## src/rtl/mnist_pkg.sv

```systemverilog
// mnist_pkg
//   Shared types and helpers for the MNIST inference pipeline.
//   feature_type   : signed 16-bit activation carried between stages
//   weight_type    : signed 16-bit weight / bias value
//   dense_state_t  : dense_layer control states
//   acc_width()    : accumulator width able to hold IN_SIZE 32-bit products
//   saturate_feature() : clamp a wide signed value into feature_type
package mnist_pkg;

   typedef logic signed [15:0] feature_type;
   typedef logic signed [15:0] weight_type;

   typedef enum logic {
      ST_ACCUM = 1'b0,
      ST_EMIT  = 1'b1
   } dense_state_t;

   localparam int PROD_W = 32;
   localparam int WIDE_W = 64;

   // One guard bit per doubling of the number of summed products.
   function automatic int acc_width(input int in_size);
      return PROD_W + $clog2(in_size);
   endfunction

   function automatic feature_type saturate_feature(input logic signed [WIDE_W-1:0] v);
      feature_type r;
      if (v > 64'sd32767) begin
         r = 16'sh7fff;
      end else if (v < -64'sd32768) begin
         r = 16'sh8000;
      end else begin
         r = v[15:0];
      end
      return r;
   endfunction

endpackage

```

## src/rtl/feature_if.sv

```systemverilog
// feature_if
//   Valid/ready stream carrying N features per beat.
//   valid    : producer has a beat on features
//   ready    : consumer accepts the beat this cycle
//   features : the payload, N entries of feature_type
interface feature_if #(
   parameter int N = 1
);
   import mnist_pkg::*;

   logic        valid;
   logic        ready;
   feature_type features [N];

   modport sink   (input valid, input features, output ready);
   modport source (output valid, output features, input ready);

endinterface

```

## src/rtl/dense_weight_mem.sv

```systemverilog
// dense_weight_mem
//   IN_SIZE x NUM_OUT weight array plus NUM_OUT bias registers.
//   clock      : write clock
//   wt_we      : write strobe
//   wt_sel     : 0 = weight write, 1 = bias write
//   wt_row     : input index of a weight write (ignored for bias)
//   wt_col     : output neuron index
//   wt_data    : value written
//   rd_row     : row read combinationally, all columns on rd_weights
//   rd_col     : bias column read combinationally on rd_bias
//   Contents are never reset; they survive the pipeline reset.
module dense_weight_mem
   import mnist_pkg::*;
#(
   parameter int IN_SIZE = 9,
   parameter int NUM_OUT = 4
) (
   input  logic                       clock,
   input  logic                       wt_we,
   input  logic                       wt_sel,
   input  logic [$clog2(IN_SIZE)-1:0] wt_row,
   input  logic [$clog2(NUM_OUT)-1:0] wt_col,
   input  logic signed [15:0]         wt_data,
   input  logic [$clog2(IN_SIZE)-1:0] rd_row,
   output weight_type                 rd_weights [NUM_OUT],
   input  logic [$clog2(NUM_OUT)-1:0] rd_col,
   output weight_type                 rd_bias
);

   localparam int ROW_W = $clog2(IN_SIZE);
   localparam int COL_W = $clog2(NUM_OUT);
   localparam logic [ROW_W-1:0] LAST_ROW = ROW_W'(IN_SIZE - 1);

   weight_type bias_vec [NUM_OUT];

   // Each column owns its own storage so every array has a single writer.
   for (genvar gi = 0; gi < NUM_OUT; gi++) begin : g_col
      weight_type col_q [IN_SIZE];
      weight_type bias_q;
      logic       col_hit;

      assign col_hit = wt_we && (wt_col == COL_W'(gi));

      always_ff @(posedge clock) begin
         if (col_hit && !wt_sel && (wt_row <= LAST_ROW)) begin
            col_q[wt_row] <= wt_data;
         end
         if (col_hit && wt_sel) begin
            bias_q <= wt_data;
         end
      end

      assign rd_weights[gi] = col_q[rd_row];
      assign bias_vec[gi]   = bias_q;
   end

   assign rd_bias = bias_vec[rd_col];

endmodule

```

## src/rtl/dense_layer.sv

```systemverilog
// dense_layer
//   Fully-connected stage: multiply-accumulates IN_SIZE streamed features
//   against a programmable weight matrix into NUM_OUT accumulators, then
//   streams NUM_OUT biased, rescaled, saturated (optionally ReLU'd) results.
//   clock        : system clock
//   reset        : synchronous active-high reset (weights are kept)
//   features_in  : sink stream, one feature per handshake, row-major
//   features_out : source stream, one neuron result per handshake
//   wt_we/wt_sel/wt_row/wt_col/wt_data : weight and bias write port
module dense_layer
   import mnist_pkg::*;
#(
   parameter int IN_SIZE   = 9,
   parameter int NUM_OUT   = 4,
   parameter int FRAC_BITS = 0,
   parameter int RELU      = 0
) (
   input  logic                       clock,
   input  logic                       reset,
   feature_if.sink                    features_in,
   feature_if.source                  features_out,
   input  logic                       wt_we,
   input  logic                       wt_sel,
   input  logic [$clog2(IN_SIZE)-1:0] wt_row,
   input  logic [$clog2(NUM_OUT)-1:0] wt_col,
   input  logic signed [15:0]         wt_data
);

   localparam int ROW_W = $clog2(IN_SIZE);
   localparam int COL_W = $clog2(NUM_OUT);
   localparam int ACC_W = acc_width(IN_SIZE);
   localparam logic [ROW_W-1:0] LAST_ROW = ROW_W'(IN_SIZE - 1);
   localparam logic [COL_W-1:0] LAST_COL = COL_W'(NUM_OUT - 1);

   typedef logic signed [ACC_W-1:0] acc_t;

   dense_state_t              state_q, state_d;
   logic [ROW_W-1:0]          in_idx_q, in_idx_d;
   logic [COL_W-1:0]          out_idx_q, out_idx_d;
   acc_t                      acc_q [NUM_OUT];
   acc_t                      acc_d [NUM_OUT];
   acc_t                      acc_sum [NUM_OUT];
   logic signed [PROD_W-1:0]  prod [NUM_OUT];
   logic                      valid_q, valid_d;
   feature_type               data_q, data_d;

   weight_type                row_w [NUM_OUT];
   weight_type                bias_rd;
   logic [COL_W-1:0]          res_sel;
   acc_t                      res_acc;
   feature_type               res_value;
   logic                      ready_w;
   logic                      in_hs;
   logic                      out_hs;

   // Bias add in the scaled domain, rescale, clamp, optional ReLU.
   function automatic feature_type finalize(input acc_t acc, input weight_type bias);
      logic signed [WIDE_W-1:0] sum;
      feature_type              r;
      sum = WIDE_W'(acc) + (WIDE_W'(bias) <<< FRAC_BITS);
      sum = sum >>> FRAC_BITS;
      r   = saturate_feature(sum);
      if ((RELU != 0) && r[15]) begin
         r = '0;
      end
      return r;
   endfunction

   dense_weight_mem #(
      .IN_SIZE (IN_SIZE),
      .NUM_OUT (NUM_OUT)
   ) u_mem (
      .clock      (clock),
      .wt_we      (wt_we),
      .wt_sel     (wt_sel),
      .wt_row     (wt_row),
      .wt_col     (wt_col),
      .wt_data    (wt_data),
      .rd_row     (in_idx_q),
      .rd_weights (row_w),
      .rd_col     (res_sel),
      .rd_bias    (bias_rd)
   );

   assign ready_w = (state_q == ST_ACCUM) && !reset;
   assign in_hs   = features_in.valid && ready_w;
   assign out_hs  = valid_q && features_out.ready;

   assign features_in.ready        = ready_w;
   assign features_out.valid       = valid_q;
   assign features_out.features[0] = data_q;

   for (genvar gi = 0; gi < NUM_OUT; gi++) begin : g_mac
      assign prod[gi]    = PROD_W'(features_in.features[0]) * PROD_W'(row_w[gi]);
      assign acc_sum[gi] = acc_q[gi] + ACC_W'(prod[gi]);
   end

   // Column whose result is registered on this edge: column 0 on the last
   // input (taking the accumulator including that final product), else the
   // column after the one currently being presented.
   assign res_sel   = ((state_q == ST_EMIT) && (out_idx_q != LAST_COL)) ? out_idx_q + 1'b1 : '0;
   assign res_acc   = (state_q == ST_ACCUM) ? acc_sum[0] : acc_q[res_sel];
   assign res_value = finalize(res_acc, bias_rd);

   always_comb begin
      state_d   = state_q;
      in_idx_d  = in_idx_q;
      out_idx_d = out_idx_q;
      valid_d   = valid_q;
      data_d    = data_q;
      for (int j = 0; j < NUM_OUT; j++) begin
         acc_d[j] = acc_q[j];
      end

      case (state_q)
         ST_ACCUM: begin
            if (in_hs) begin
               for (int j = 0; j < NUM_OUT; j++) begin
                  acc_d[j] = acc_sum[j];
               end
               if (in_idx_q == LAST_ROW) begin
                  in_idx_d  = '0;
                  out_idx_d = '0;
                  data_d    = res_value;
                  valid_d   = 1'b1;
                  state_d   = ST_EMIT;
               end else begin
                  in_idx_d = in_idx_q + 1'b1;
               end
            end
         end
         ST_EMIT: begin
            if (out_hs) begin
               if (out_idx_q == LAST_COL) begin
                  out_idx_d = '0;
                  valid_d   = 1'b0;
                  state_d   = ST_ACCUM;
                  for (int j = 0; j < NUM_OUT; j++) begin
                     acc_d[j] = '0;
                  end
               end else begin
                  out_idx_d = out_idx_q + 1'b1;
                  data_d    = res_value;
               end
            end
         end
         default: state_d = ST_ACCUM;
      endcase
   end

   always_ff @(posedge clock) begin
      if (reset) begin
         state_q   <= ST_ACCUM;
         in_idx_q  <= '0;
         out_idx_q <= '0;
         valid_q   <= 1'b0;
         data_q    <= '0;
         for (int j = 0; j < NUM_OUT; j++) begin
            acc_q[j] <= '0;
         end
      end else begin
         state_q   <= state_d;
         in_idx_q  <= in_idx_d;
         out_idx_q <= out_idx_d;
         valid_q   <= valid_d;
         data_q    <= data_d;
         for (int j = 0; j < NUM_OUT; j++) begin
            acc_q[j] <= acc_d[j];
         end
      end
   end

endmodule

```

## src/flat_wrapper.sv

```systemverilog
// flat-port wrapper written by rule: the top's interface ports become plain ports
module dense_layer_flat import mnist_pkg::*;
#(
   parameter int IN_SIZE   = 9,
   parameter int NUM_OUT   = 4,
   parameter int FRAC_BITS = 0,
   parameter int RELU      = 0
)
  (clock, reset, wt_we, wt_sel, wt_row, wt_col, wt_data, features_in_valid, features_in_features, features_in_ready, features_out_valid, features_out_features, features_out_ready);
  feature_if features_in_i ();
  feature_if features_out_i ();
  input  logic clock;
  input  logic reset;
  input  logic wt_we;
  input  logic wt_sel;
  input  logic [$clog2(IN_SIZE)-1:0] wt_row;
  input  logic [$clog2(NUM_OUT)-1:0] wt_col;
  input  logic signed [15:0] wt_data;
  input wire logic [$bits(features_in_i.valid)-1:0] features_in_valid;
  input wire logic [$bits(features_in_i.features)-1:0] features_in_features;
  output wire logic [$bits(features_in_i.ready)-1:0] features_in_ready;
  output wire logic [$bits(features_out_i.valid)-1:0] features_out_valid;
  output wire logic [$bits(features_out_i.features)-1:0] features_out_features;
  input wire logic [$bits(features_out_i.ready)-1:0] features_out_ready;
  assign features_in_i.valid = features_in_valid;
  assign features_in_i.features = {>>{features_in_features}};
  assign features_in_ready = features_in_i.ready;
  assign features_out_valid = features_out_i.valid;
  assign features_out_features = {>>{features_out_i.features}};
  assign features_out_i.ready = features_out_ready;
  dense_layer #(.IN_SIZE(IN_SIZE), .NUM_OUT(NUM_OUT), .FRAC_BITS(FRAC_BITS), .RELU(RELU)) u_core (.clock(clock), .reset(reset), .features_in(features_in_i), .features_out(features_out_i), .wt_we(wt_we), .wt_sel(wt_sel), .wt_row(wt_row), .wt_col(wt_col), .wt_data(wt_data));
endmodule
```

## config.mk

```make
export PLATFORM = sky130hd
export DESIGN_NAME = dense_layer_flat
export DESIGN_NICKNAME = d
export VERILOG_FILES = /design/src/rtl/mnist_pkg.sv /design/src/rtl/feature_if.sv /design/src/rtl/dense_weight_mem.sv /design/src/rtl/dense_layer.sv /design/src/flat_wrapper.sv
export SDC_FILE = /design/constraint.sdc
export NUM_CORES = 2
export LEC_CHECK = 0
export ABC_AREA = 1
export BUFFER_PORTS_ARGS = -buffer_cell sky130_fd_sc_hd__clkbuf_2
export CORE_UTILIZATION = 65
export CTS_BUF_LIST = sky130_fd_sc_hd__clkbuf_4 sky130_fd_sc_hd__clkbuf_8 sky130_fd_sc_hd__clkbuf_16
export DETAILED_ROUTE_END_ITERATION = 12
export GPL_ROUTABILITY_DRIVEN = 0
export PLACE_DENSITY = 0.81
export SLEW_MARGIN = 20
export SYNTH_ARGS = -nofsm -noshare
export SYNTH_HDL_FRONTEND = slang
export SYNTH_SLANG_ARGS = --single-unit
```

## constraint.sdc

```tcl
create_clock -name clock -period 20.3 [get_ports clock]
set_input_delay 4.06 -clock clock [delete_from_list [all_inputs] [get_ports clock]]
set_output_delay 4.06 -clock clock [all_outputs]
set_load 0.005 [all_outputs]
```

==> impl_metrics.tcl <==
set metrics [dict create \
    status "complete, but fails checks" \
    violations "design-rule violations" \
    drv_slew 0 \
    synth-compound-area-share_pct 8.907 \
    synth_area_um2 80990 \
    dpl.hpwl_um 183000 \
    dr_total_vias 63810 \
    min_to "u_core.features_out.features[1]" \
    layout.cells.non_filler 10290 \
    final_core_util_pct 69.34 \
    ys_warn_count 0 \
    clk_pin_slew_worst_paths_ps 60 \
    postRouteAntennaNets 0 \
    dp.cells 10130 \
    nets 10350 \
    viasPerCell 6.201 \
    start_kind "primary input" \
    dieArea_um2 126000 \
    final_hold_viol_count 0 \
    fp.dieH_um 355.0 \
    final_common_cell "inv_1" \
    finalWirelength_um 249900 \
    hold_start "u_core.features_out.features[1]" \
    slew_headroom_pct 16.62 \
    min_path_type "reg2reg" \
    final_cell_mix "inv_1 (1,756), nand2_1 (1,485), fa_1 (1,256)" \
    cts-resized-gates 0 \
    synth_xor_area_share_pct 0.7554 \
    synth_cell_types 55 \
    r2r_end "u_core.features_out.features[2]" \
    grt.total_usage_pct 40.62 \
    syn-num-nets 10420 \
    tns_ps 0 \
    grt_max_degree 95 \
    crit_type "in2reg" \
    htree_levels 3 \
    crit_path_end_kind "flop" \
    drv_cap 0 \
    start_util_pct 65.51 \
    rsz0062_at_grt "no" \
    setup_viol_count_final 0 \
    antenna_found_initial 27 \
    drive_gt1_share_pct 5.308 \
    period_needed_ps 13440 \
    grt_pass1_wl_um 381800 \
    numCtsBuffers 85 \
    ys_seq_elements 812 \
    period_share_pct 66.18 \
    syn_inst 8651 \
    r2r_setup_slack_ps 8640 \
    grt_pass1_vias 66300 \
    slowest_stage "fa_1" \
    root_buffer "clkbuf_16" \
    synthToLayoutAreaGrowth_pct 5.843 \
    synth_top_family_by_area "adder cells" \
    post_cts_buffers 0 \
    syn_avg_cell_area_um2 9.362 \
    wl_per_cell_um 24.28 \
    hold_buffers 0 \
    worstSkewPairLatency_ps 740 \
    cts_tree "done" \
    synth-simple-area-share_pct 12.38 \
    max_stage_delay_ps 790 \
    crit_top_cell "nand2_1" \
    numPortBuffers 61 \
    drtIter0Drc 8421 \
    clock_skew_ps 73.12 \
    crit_required_ps 20880 \
    synthArstFlopShare_pct 0 \
    core_area_um2 123600 \
    clockBufferDepth 3 \
    r2r_cells 38 \
    synthMuxAreaShare_pct 1.582 \
    synth-edff-count 640 \
    synthAdderAreaFrac_pct 38.28 \
    holdPathStages 2 \
    ios 62 \
    synth-main-ff-cell "edfxtp_1" \
    fmax_mhz 74.43 \
    dr.pass1.iters 12 \
    clock-sinks 812 \
    fp.dieW_um 355.0 \
    seq_area_frac_synth_pct 27.98 \
    arrival_ps 14020 \
    gr-total-overflow 0 \
    worst_slew_pin_slew_ps 1243 \
    drc 1 \
    crit_fanout 38 \
    floorplan.rows 129 \
]
synth_stat cells (12+ instances only):
cell type / number / area [um2]
edfxtp_1: 640 / 19220
o22ai_1: 16 / 100.1
ha_1: 467 / 5843
buf_4: 12 / 90.09
clkbuf_1: 233 / 874.6
nor4_1: 13 / 81.33
o21ai_0: 358 / 1792
nor2_2: 13 / 81.33
buf_1: 27 / 101.4
o21a_1: 17 / 127.6
buf_2: 74 / 370.4
nor3_1: 29 / 145.1
nand3_1: 196 / 980.9
xnor2_1: 29 / 254.0
o21ai_1: 21 / 105.1
mux2i_1: 128 / 1281
nor2_1: 679 / 2549
a21o_1: 30 / 225.2
inv_1: 1763 / 6618
nand2_1: 1487 / 5582
xor2_1: 39 / 341.6
inv_2: 16 / 60.06
nand4_1: 22 / 137.6
fa_1: 1257 / 25160
a31oi_1: 27 / 168.9
dfxtp_1: 172 / 3443
a21oi_1: 577 / 2888
o211ai_1: 133 / 998.5
or2_2: 40 / 250.2
a221o_1: 30 / 300.3
metrics by stage:
stage          worst slack (ps)  cell area (um2)  hold slack [ps]
6_report                   6864            85720            471.6
5_1_grt                    6509            85710            496.4
4_1_cts                    7310            85700            473.5
3_5_place_dp               6599            82940            462.0
3_3_place_gp               6910            82940            452.0
2_1_floorplan              8520            80990            443.1
routing by layer:
metal / part of all wire (%) / vias to the layer above / GRT usage (%)
li1: - / 26990 / -
met3: 15 / 1230 / 15.96
met4: 8.1 / 42 / 26.31
met2: 43 / 4489 / 61.13
met5: 0.21 / - / 0.7547
met1: 33 / 31070 / 48.68
sequential cells by signal, summed over array words and instances, names as in the netlist, named ones only:
register	flops
u_core.u_mem.g_col.col_q	576
u_core.acc_q	144
u_core.u_mem.g_col.bias_q	64
u_core.features_out.features	16
u_core.in_idx_q	4
u_core.out_idx_q	2
u_core.features_out.valid	1
u_core.state_q	1
cell type report:
cell class | instances | area, um2
Inverter | 1789 | 6720
Clock buffer | 111 | 2341
Sequential cell | 812 | 22670
Clock inverter | 45 | 419.2
Multi-Input combinational cell | 5700 | 50230
Timing Repair Buffer | 190 | 1276
Tap cell | 1637 | 2048
Antenna cell | 7 | 17.52
Fill cell | 9026 | 37910
worst max-delay path by stage:
stage / from / endpoint / slack (ps) / cells past startpoint
2_1_floorplan: features_in_features[15] / u_core.features_out.features[10] / 8520 / 41
3_3_place_gp: features_in_features[15] / u_core.features_out.features[4] / 6910 / 39
3_5_place_dp: features_in_features[15] / u_core.features_out.features[2] / 6600 / 39
4_1_cts: features_in_features[15] / u_core.features_out.features[2] / 7310 / 39
5_1_grt: features_in_features[15] / u_core.features_out.features[2] / 6510 / 45
6_report: features_in_features[15] / u_core.features_out.features[2] / 6860 / 37
worst max-delay path, delay by kind of cell:
kind	cells	cell delay [ps]
and+or+nand+nor	16	2450
AOI/OAI and AO/OA	6	1320
buffers and inverters	7	1900
adders and majority gates	8	4220
cells by family (layout without fill, tap and decap cells):
kind of cell,after synthesis,in the layout
AOI/OAI and AO/OA,1271,1271
muxes,128,128
and+or+nand+nor,2508,2508
xor gates and xnor gates,69,69
other,0,7
DFF,812,812
adders and majority gates,1724,1724
buffers and inverters,2139,2135
Power is left out: the tool's default activity adds up to more than one toggle a clock period on the data nets, which glitch-free logic cannot reach.
